===== config.mk =====
export PLATFORM = sky130hd
export DESIGN_NAME = dmem_arbiter
export DESIGN_NICKNAME = d
export VERILOG_FILES = /design/src/rtl/dmem_arb_pkg.sv /design/src/rtl/dmem_arbiter_arb_pick.sv /design/src/rtl/dmem_arbiter.sv
export SDC_FILE = /design/constraint.sdc
export NUM_CORES = 1
export LEC_CHECK = 0
export ABC_AREA = 1
export CAP_MARGIN = 10
export CORE_AREA = 2 2 75 77
export CTS_BUF_LIST = sky130_fd_sc_hd__clkbuf_8
export DETAILED_ROUTE_END_ITERATION = 6
export DIE_AREA = 0 0 77 79
export PLACE_DENSITY = 0.85
export SKIP_LAST_GASP = 1
export SLEW_MARGIN = 20
export SYNTH_ARGS = -nofsm -noshare
export SYNTH_HDL_FRONTEND = slang
export SYNTH_HIERARCHICAL = 1
export SYNTH_SLANG_ARGS = --single-unit

===== constraint.sdc =====
create_clock -name clk -period 2.73 [get_ports clk]
set_input_delay 0.546 -clock clk [delete_from_list [all_inputs] [get_ports clk]]
set_output_delay 0.546 -clock clk [all_outputs]
set_load 0.01 [all_outputs]

===== src/rtl/dmem_arb_pkg.sv =====
`default_nettype none
// ============================================================================
// Module      : dmem_arb_pkg
// Description : Shared types and constants for the data-memory arbiter.
//               - arb_state_t : arbiter FSM state encoding
//               - ARB_NREQ_DEFAULT / ARB_PTR_W : default requester count and
//                 matching grant-pointer width
//               - arb_ptr_w() : pointer width for any requester count
//               Optional feature macro: DMEM_ARB_RR_EN (round-robin policy).
// Revision    : 1.0 - initial release
// ============================================================================
package dmem_arb_pkg;

    typedef enum logic [1:0] {
        ARB_IDLE  = 2'd0,
        ARB_ISSUE = 2'd1,
        ARB_RDATA = 2'd2
    } arb_state_t;

    localparam int ARB_NREQ_DEFAULT = 2;
    localparam int ARB_PTR_W        = $clog2(ARB_NREQ_DEFAULT);

    // Pointer width never collapses to zero bits, even for degenerate counts.
    function automatic int arb_ptr_w(input int n);
        return (n > 1) ? $clog2(n) : 1;
    endfunction

endpackage
`default_nettype wire


===== src/rtl/dmem_arbiter_arb_pick.sv =====
`default_nettype none
// ============================================================================
// Module      : arb_pick
// Description : Combinational winner search. Scans the request vector
//               starting at start_i and wrapping, returning the first
//               requester found.
// Ports       : req_i    [NREQ]  request vector
//               start_i  [PTR_W] index at which the search begins
//               winner_o [PTR_W] index of the selected requester
//               found_o          at least one request present
// Revision    : 1.0 - initial release
// ============================================================================
module arb_pick
    import dmem_arb_pkg::*;
#(
    parameter int NREQ  = ARB_NREQ_DEFAULT,
    parameter int PTR_W = ARB_PTR_W
) (
    input  logic [NREQ-1:0]  req_i,
    input  logic [PTR_W-1:0] start_i,
    output logic [PTR_W-1:0] winner_o,
    output logic             found_o
);

    int pos;

    always_comb begin
        winner_o = '0;
        found_o  = 1'b0;
        pos      = 0;
        // k is the search rank; pos is the requester index holding that rank.
        for (int k = 0; k < NREQ; k++) begin
            pos = int'(start_i) + k;
            if (pos >= NREQ) begin
                pos = pos - NREQ;
            end
            for (int j = 0; j < NREQ; j++) begin
                if (!found_o && req_i[j] && (j == pos)) begin
                    found_o  = 1'b1;
                    winner_o = PTR_W'(j);
                end
            end
        end
    end

endmodule
`default_nettype wire


===== src/rtl/dmem_arbiter.sv =====
`default_nettype none
// ============================================================================
// Module      : dmem_arbiter
// Description : Serialises single-access requests from NREQ requesters onto
//               a single-port synchronous data memory (1-cycle read latency).
//               Requester 0 is the CPU. Every output is registered.
//               Optional feature macro: DMEM_ARB_RR_EN
//                 defined   -> round-robin arbitration from last grant + 1
//                 undefined -> fixed priority, lowest index wins
// Ports       : clk, reset_n          clock, async active-low reset
//               req/we [NREQ]         per-requester request / write enable
//               addr/wdata            packed per-requester address / data
//               gnt/rvalid [NREQ]     one-hot grant / read-data-valid
//               rdata [WIDTH]         shared read data (qualified by rvalid)
//               busy                  arbiter not idle
//               mem_addr/we/wdata     registered memory port
//               mem_rdata             memory read data
// Revision    : 1.0 - initial release
// ============================================================================
module dmem_arbiter
    import dmem_arb_pkg::*;
#(
    parameter int WIDTH    = 16,
    parameter int D_ADDR_W = 8,
    parameter int NREQ     = ARB_NREQ_DEFAULT
) (
    input  logic                     clk,
    input  logic                     reset_n,
    input  logic [NREQ-1:0]          req,
    input  logic [NREQ-1:0]          we,
    input  logic [NREQ*D_ADDR_W-1:0] addr,
    input  logic [NREQ*WIDTH-1:0]    wdata,
    output logic [NREQ-1:0]          gnt,
    output logic [NREQ-1:0]          rvalid,
    output logic [WIDTH-1:0]         rdata,
    output logic                     busy,
    output logic [D_ADDR_W-1:0]      mem_addr,
    output logic                     mem_we,
    output logic [WIDTH-1:0]         mem_wdata,
    input  logic [WIDTH-1:0]         mem_rdata
);

    localparam int              PTR_W  = arb_ptr_w(NREQ);
    localparam logic [NREQ-1:0] ONEHOT = {{(NREQ-1){1'b0}}, 1'b1};

    arb_state_t          state_q;
    logic [NREQ-1:0]     gnt_q;
    logic [NREQ-1:0]     rvalid_q;
    logic [WIDTH-1:0]    rdata_q;
    logic                busy_q;
    logic [D_ADDR_W-1:0] mem_addr_q;
    logic                mem_we_q;
    logic [WIDTH-1:0]    mem_wdata_q;
    logic [PTR_W-1:0]    sel_q;

    logic [PTR_W-1:0]    start_d;
    logic [PTR_W-1:0]    win_d;
    logic                found_d;

`ifdef DMEM_ARB_RR_EN
    logic [PTR_W-1:0]    last_q;

    // Search begins one past the most recent grant, wrapping at NREQ.
    assign start_d = (last_q == PTR_W'(NREQ - 1)) ? '0 : last_q + 1'b1;
`else
    assign start_d = '0;
`endif

    arb_pick #(
        .NREQ  (NREQ),
        .PTR_W (PTR_W)
    ) u_pick (
        .req_i    (req),
        .start_i  (start_d),
        .winner_o (win_d),
        .found_o  (found_d)
    );

    always_ff @(posedge clk or negedge reset_n) begin
        if (!reset_n) begin
            state_q     <= ARB_IDLE;
            gnt_q       <= '0;
            rvalid_q    <= '0;
            rdata_q     <= '0;
            busy_q      <= 1'b0;
            mem_addr_q  <= '0;
            mem_we_q    <= 1'b0;
            mem_wdata_q <= '0;
            sel_q       <= '0;
`ifdef DMEM_ARB_RR_EN
            last_q      <= PTR_W'(NREQ - 1);
`endif
        end else begin
            // Single-cycle strobes default low every cycle.
            gnt_q    <= '0;
            rvalid_q <= '0;
            mem_we_q <= 1'b0;
            case (state_q)
                ARB_IDLE: begin
                    if (found_d) begin
                        state_q     <= ARB_ISSUE;
                        busy_q      <= 1'b1;
                        gnt_q       <= ONEHOT << win_d;
                        sel_q       <= win_d;
                        // The memory-port registers double as the access latch.
                        mem_addr_q  <= addr[win_d*D_ADDR_W +: D_ADDR_W];
                        mem_wdata_q <= wdata[win_d*WIDTH +: WIDTH];
                        mem_we_q    <= we[win_d];
`ifdef DMEM_ARB_RR_EN
                        last_q      <= win_d;
`endif
                    end
                end
                ARB_ISSUE: begin
                    // mem_we_q still holds the latched direction here.
                    if (mem_we_q) begin
                        state_q <= ARB_IDLE;
                        busy_q  <= 1'b0;
                    end else begin
                        state_q <= ARB_RDATA;
                    end
                end
                ARB_RDATA: begin
                    rdata_q  <= mem_rdata;
                    rvalid_q <= ONEHOT << sel_q;
                    state_q  <= ARB_IDLE;
                    busy_q   <= 1'b0;
                end
                default: begin
                    state_q <= ARB_IDLE;
                    busy_q  <= 1'b0;
                end
            endcase
        end
    end

    assign gnt       = gnt_q;
    assign rvalid    = rvalid_q;
    assign rdata     = rdata_q;
    assign busy      = busy_q;
    assign mem_addr  = mem_addr_q;
    assign mem_we    = mem_we_q;
    assign mem_wdata = mem_wdata_q;

endmodule
`default_nettype wire


==> impl_metrics.env <==
export IMPL_synth_edf_count=0
export IMPL_holdCritPathClass="in2async"
export IMPL_cts_buffers=5
export IMPL_ctsHoldBuffers=0
export IMPL_routed_via_density=4.51
export IMPL_yosysWarnings=6
export IMPL_clockBufferDepth=2
export IMPL_reg2reg_to="mem_wdata[4]"
export IMPL_gp_congestion=0.732
export IMPL_drt_initial_drc_count=45
export IMPL_cp_max_fo=2
export IMPL_grt_pass1_wl_um=9640
export IMPL_grt_max_degree=50
export IMPL_ant_nets=0
export IMPL_finalWirelength_um=5720
export IMPL_clkLatencyLatePin_ps=300
export IMPL_rsz0062_at_grt="false"
export IMPL_start_util=0.416
export IMPL_tightest_slew_ps=612
export IMPL_coreArea_um2=5340
export IMPL_rr_worst_depth=5
export IMPL_design_die_area_um2=6080
export IMPL_synth_nets=354
export IMPL_holdWs_ps=246
export IMPL_cpPeakStageDelay_ps=560
export IMPL_grt_busiest_layer="met2"
export IMPL_cp_depth=1
export IMPL_power_density_nw_per_um2=973
export IMPL_gr_usage_met2=0.344
export IMPL_nNetsFinal=466
export IMPL_power_uw=3410
export IMPL_crit_start="mem_addr[6]"
export IMPL_crit_type="reg2out"
export IMPL_postLayoutSetupSlackWorst_ps=953
export IMPL_worst_path_max_delay_cell="clkdlybuf4s50_1"
export IMPL_synth_top_area_cell="dfrtp_1"
export IMPL_tns_ps=0
export IMPL_met1_usage=0.245
export IMPL_ys_seq_elements=49
export IMPL_relSlewSlack=0.592
export IMPL_yosys_area_top_type_share=0.552
export IMPL_yosysSeqAreaShare=0.552
export IMPL_globalRouteMet3Util=0.0568
export IMPL_synth_cell_area_um2=2220
export IMPL_syn2layout_area_growth_pct=57.5
export IMPL_drtPass1Iterations=4
export IMPL_syn_inst=284
export IMPL_htree_num_levels=2
export IMPL_post_route_period_util=0.651
export IMPL_chipWidth_um=77
export IMPL_cts_root_buf="clkbuf_8"
export IMPL_cts_tree="done"
export IMPL_critPathCaptureType="output port"
export IMPL_wl_per_cell_um=12.2
export IMPL_port_buffer_count=115
export IMPL_start_kind="register"
export IMPL_grt_ovfl_total=0
export IMPL_hold_viol_final=0
export IMPL_min_period_ps=1780
export IMPL_p_leak_uw=0.00177
export IMPL_r2r_slack_ps=1310
export IMPL_fin_skew_ps=4.51
export IMPL_place_hpwl_um=4240
export IMPL_endpoint="mem_addr[6]"
export IMPL_synth_distinct_cells=20
export IMPL_post_route_cells_drive_above_1_share=0.0479
export IMPL_crit_buf_inv=1
export IMPL_timing_rr_start="state_q[0]"
export IMPL_avgSynthCellArea_um2=7.82
export IMPL_dpl_worst_slack_ps=670
export IMPL_final_core_util=0.655
export IMPL_arrival_ps=1230
export IMPL_drv_cap=0
export IMPL_async_flop_share=1.00
export IMPL_clock_sinks=49
export IMPL_path_clk_slew_ps=80
export IMPL_path_cells="clkdlybuf4s50_1"
export IMPL_status="complete, no violations"
export IMPL_post_route_drc_count=0
export IMPL_post_cts_resized=0
export IMPL_die_h_um=79
export IMPL_fill_cells=473
export IMPL_synth_main_ff_cell="dfrtp_1"
export IMPL_synth_area_leaders="dfrtp_1 (55%), nand2_1 (31%), nand3_1 (3.6%), buf_6 (2.5%), buf_2 (1.1%)"
export IMPL_first_global_vias=2098
export IMPL_setup_viol=0
export IMPL_antennaDiodeCount=0
export IMPL_num_rows=27
export IMPL_ios=116
export IMPL_synth_most_common_cell="nand2_1"
export IMPL_fmax_mhz=563
export IMPL_synth_commonest_cells="nand2_1 (182), dfrtp_1 (49), nand3_1 (16)"
export IMPL_worstPathRequired_ps=2180
export IMPL_postCtsSetupBuffers=0
export IMPL_vias=2114
export IMPL_ir_drop_uv=407
export IMPL_slew_violations=0
export IMPL_grt_usage=0.199
export IMPL_antenna_found_initial=0
export IMPL_cp_top_family="buffers and inverters"
-- how the worst min path moves through the flow --
stage                       start         end
after floorplan           reset_n        busy
after global placement      sel_q   rvalid[0]
after detailed placement   mem_we  state_q[1]
after CTS                 reset_n   rdata[14]
after global routing      reset_n    rdata[3]
final                     reset_n    rdata[2]
-- report_power, final --
group,internal [µW],switching (µW)
registers,1060,192
clock network,295,225
logic,820,815
-- placed cells by master (no fill, tap or decap), types with 2 or more instances in the layout --
| cell | instances |
|---|---|
| buf_4 | 4 |
| clkbuf_8 | 6 |
| clkdlybuf4s50_1 | 114 |
| dfrtp_1 | 49 |
| inv_1 | 7 |
| nand2_1 | 182 |
| nand2_2 | 2 |
| nand3_1 | 16 |
| nor2_1 | 4 |
-- worst reg2reg max path, cell delays in order, from the launching register on --
cell	delay, ps
dfrtp_1	440
inv_4	200
nand2_4	80
nor2_4	430
nand2_1	120
nand2_1	80
-- cell type report --
class | count | area (µm²) | share of cell area
repair buffers | 118 | 1170 | 0.335
clock buffers | 6 | 82.6 | 0.0236
flip-flops and latches | 49 | 1230 | 0.351
multi-input cells | 214 | 862 | 0.246
well taps | 72 | 90.1 | 0.0258
clock inverters | 2 | 33.8 | 0.00966
inverters | 8 | 32.5 | 0.00930
-- metal layers --
metal	wire length, µm	part of all wire
met5	0	0
met4	69	0.012
met3	369	0.065
met2	2770	0.48
met1	2510	0.44
-- cells by family (layout without fill, tap and decap cells) --
group | Yosys count | count (layout) | share of synthesized area
other cells | 1 | 1 | 0.00169
flops | 49 | 49 | 0.552
simple gates | 211 | 211 | 0.380
compound gates | 2 | 2 | 0.00451
buf+inv | 21 | 134 | 0.0614
-- per-stage QoR --
| stage | area, µm² | cells |
|---|---|---|
| finish | 3500 | 469 |
| global route | 3500 | 469 |
| CTS | 3500 | 469 |
| detailed placement | 3380 | 461 |
| global placement | 3380 | 461 |
| floorplan | 2220 | 284 |
-- flip-flops by register name (all words and copies together), names as in the netlist --
| name | flops |
|---|---|
| sel_q | 1 |
| mem_wdata | 16 |
| rdata | 16 |
| mem_we | 1 |
| busy | 1 |
| rvalid | 2 |
| gnt | 2 |
| state_q | 2 |
| mem_addr | 8 |
(Power assumes the default switching activity.)
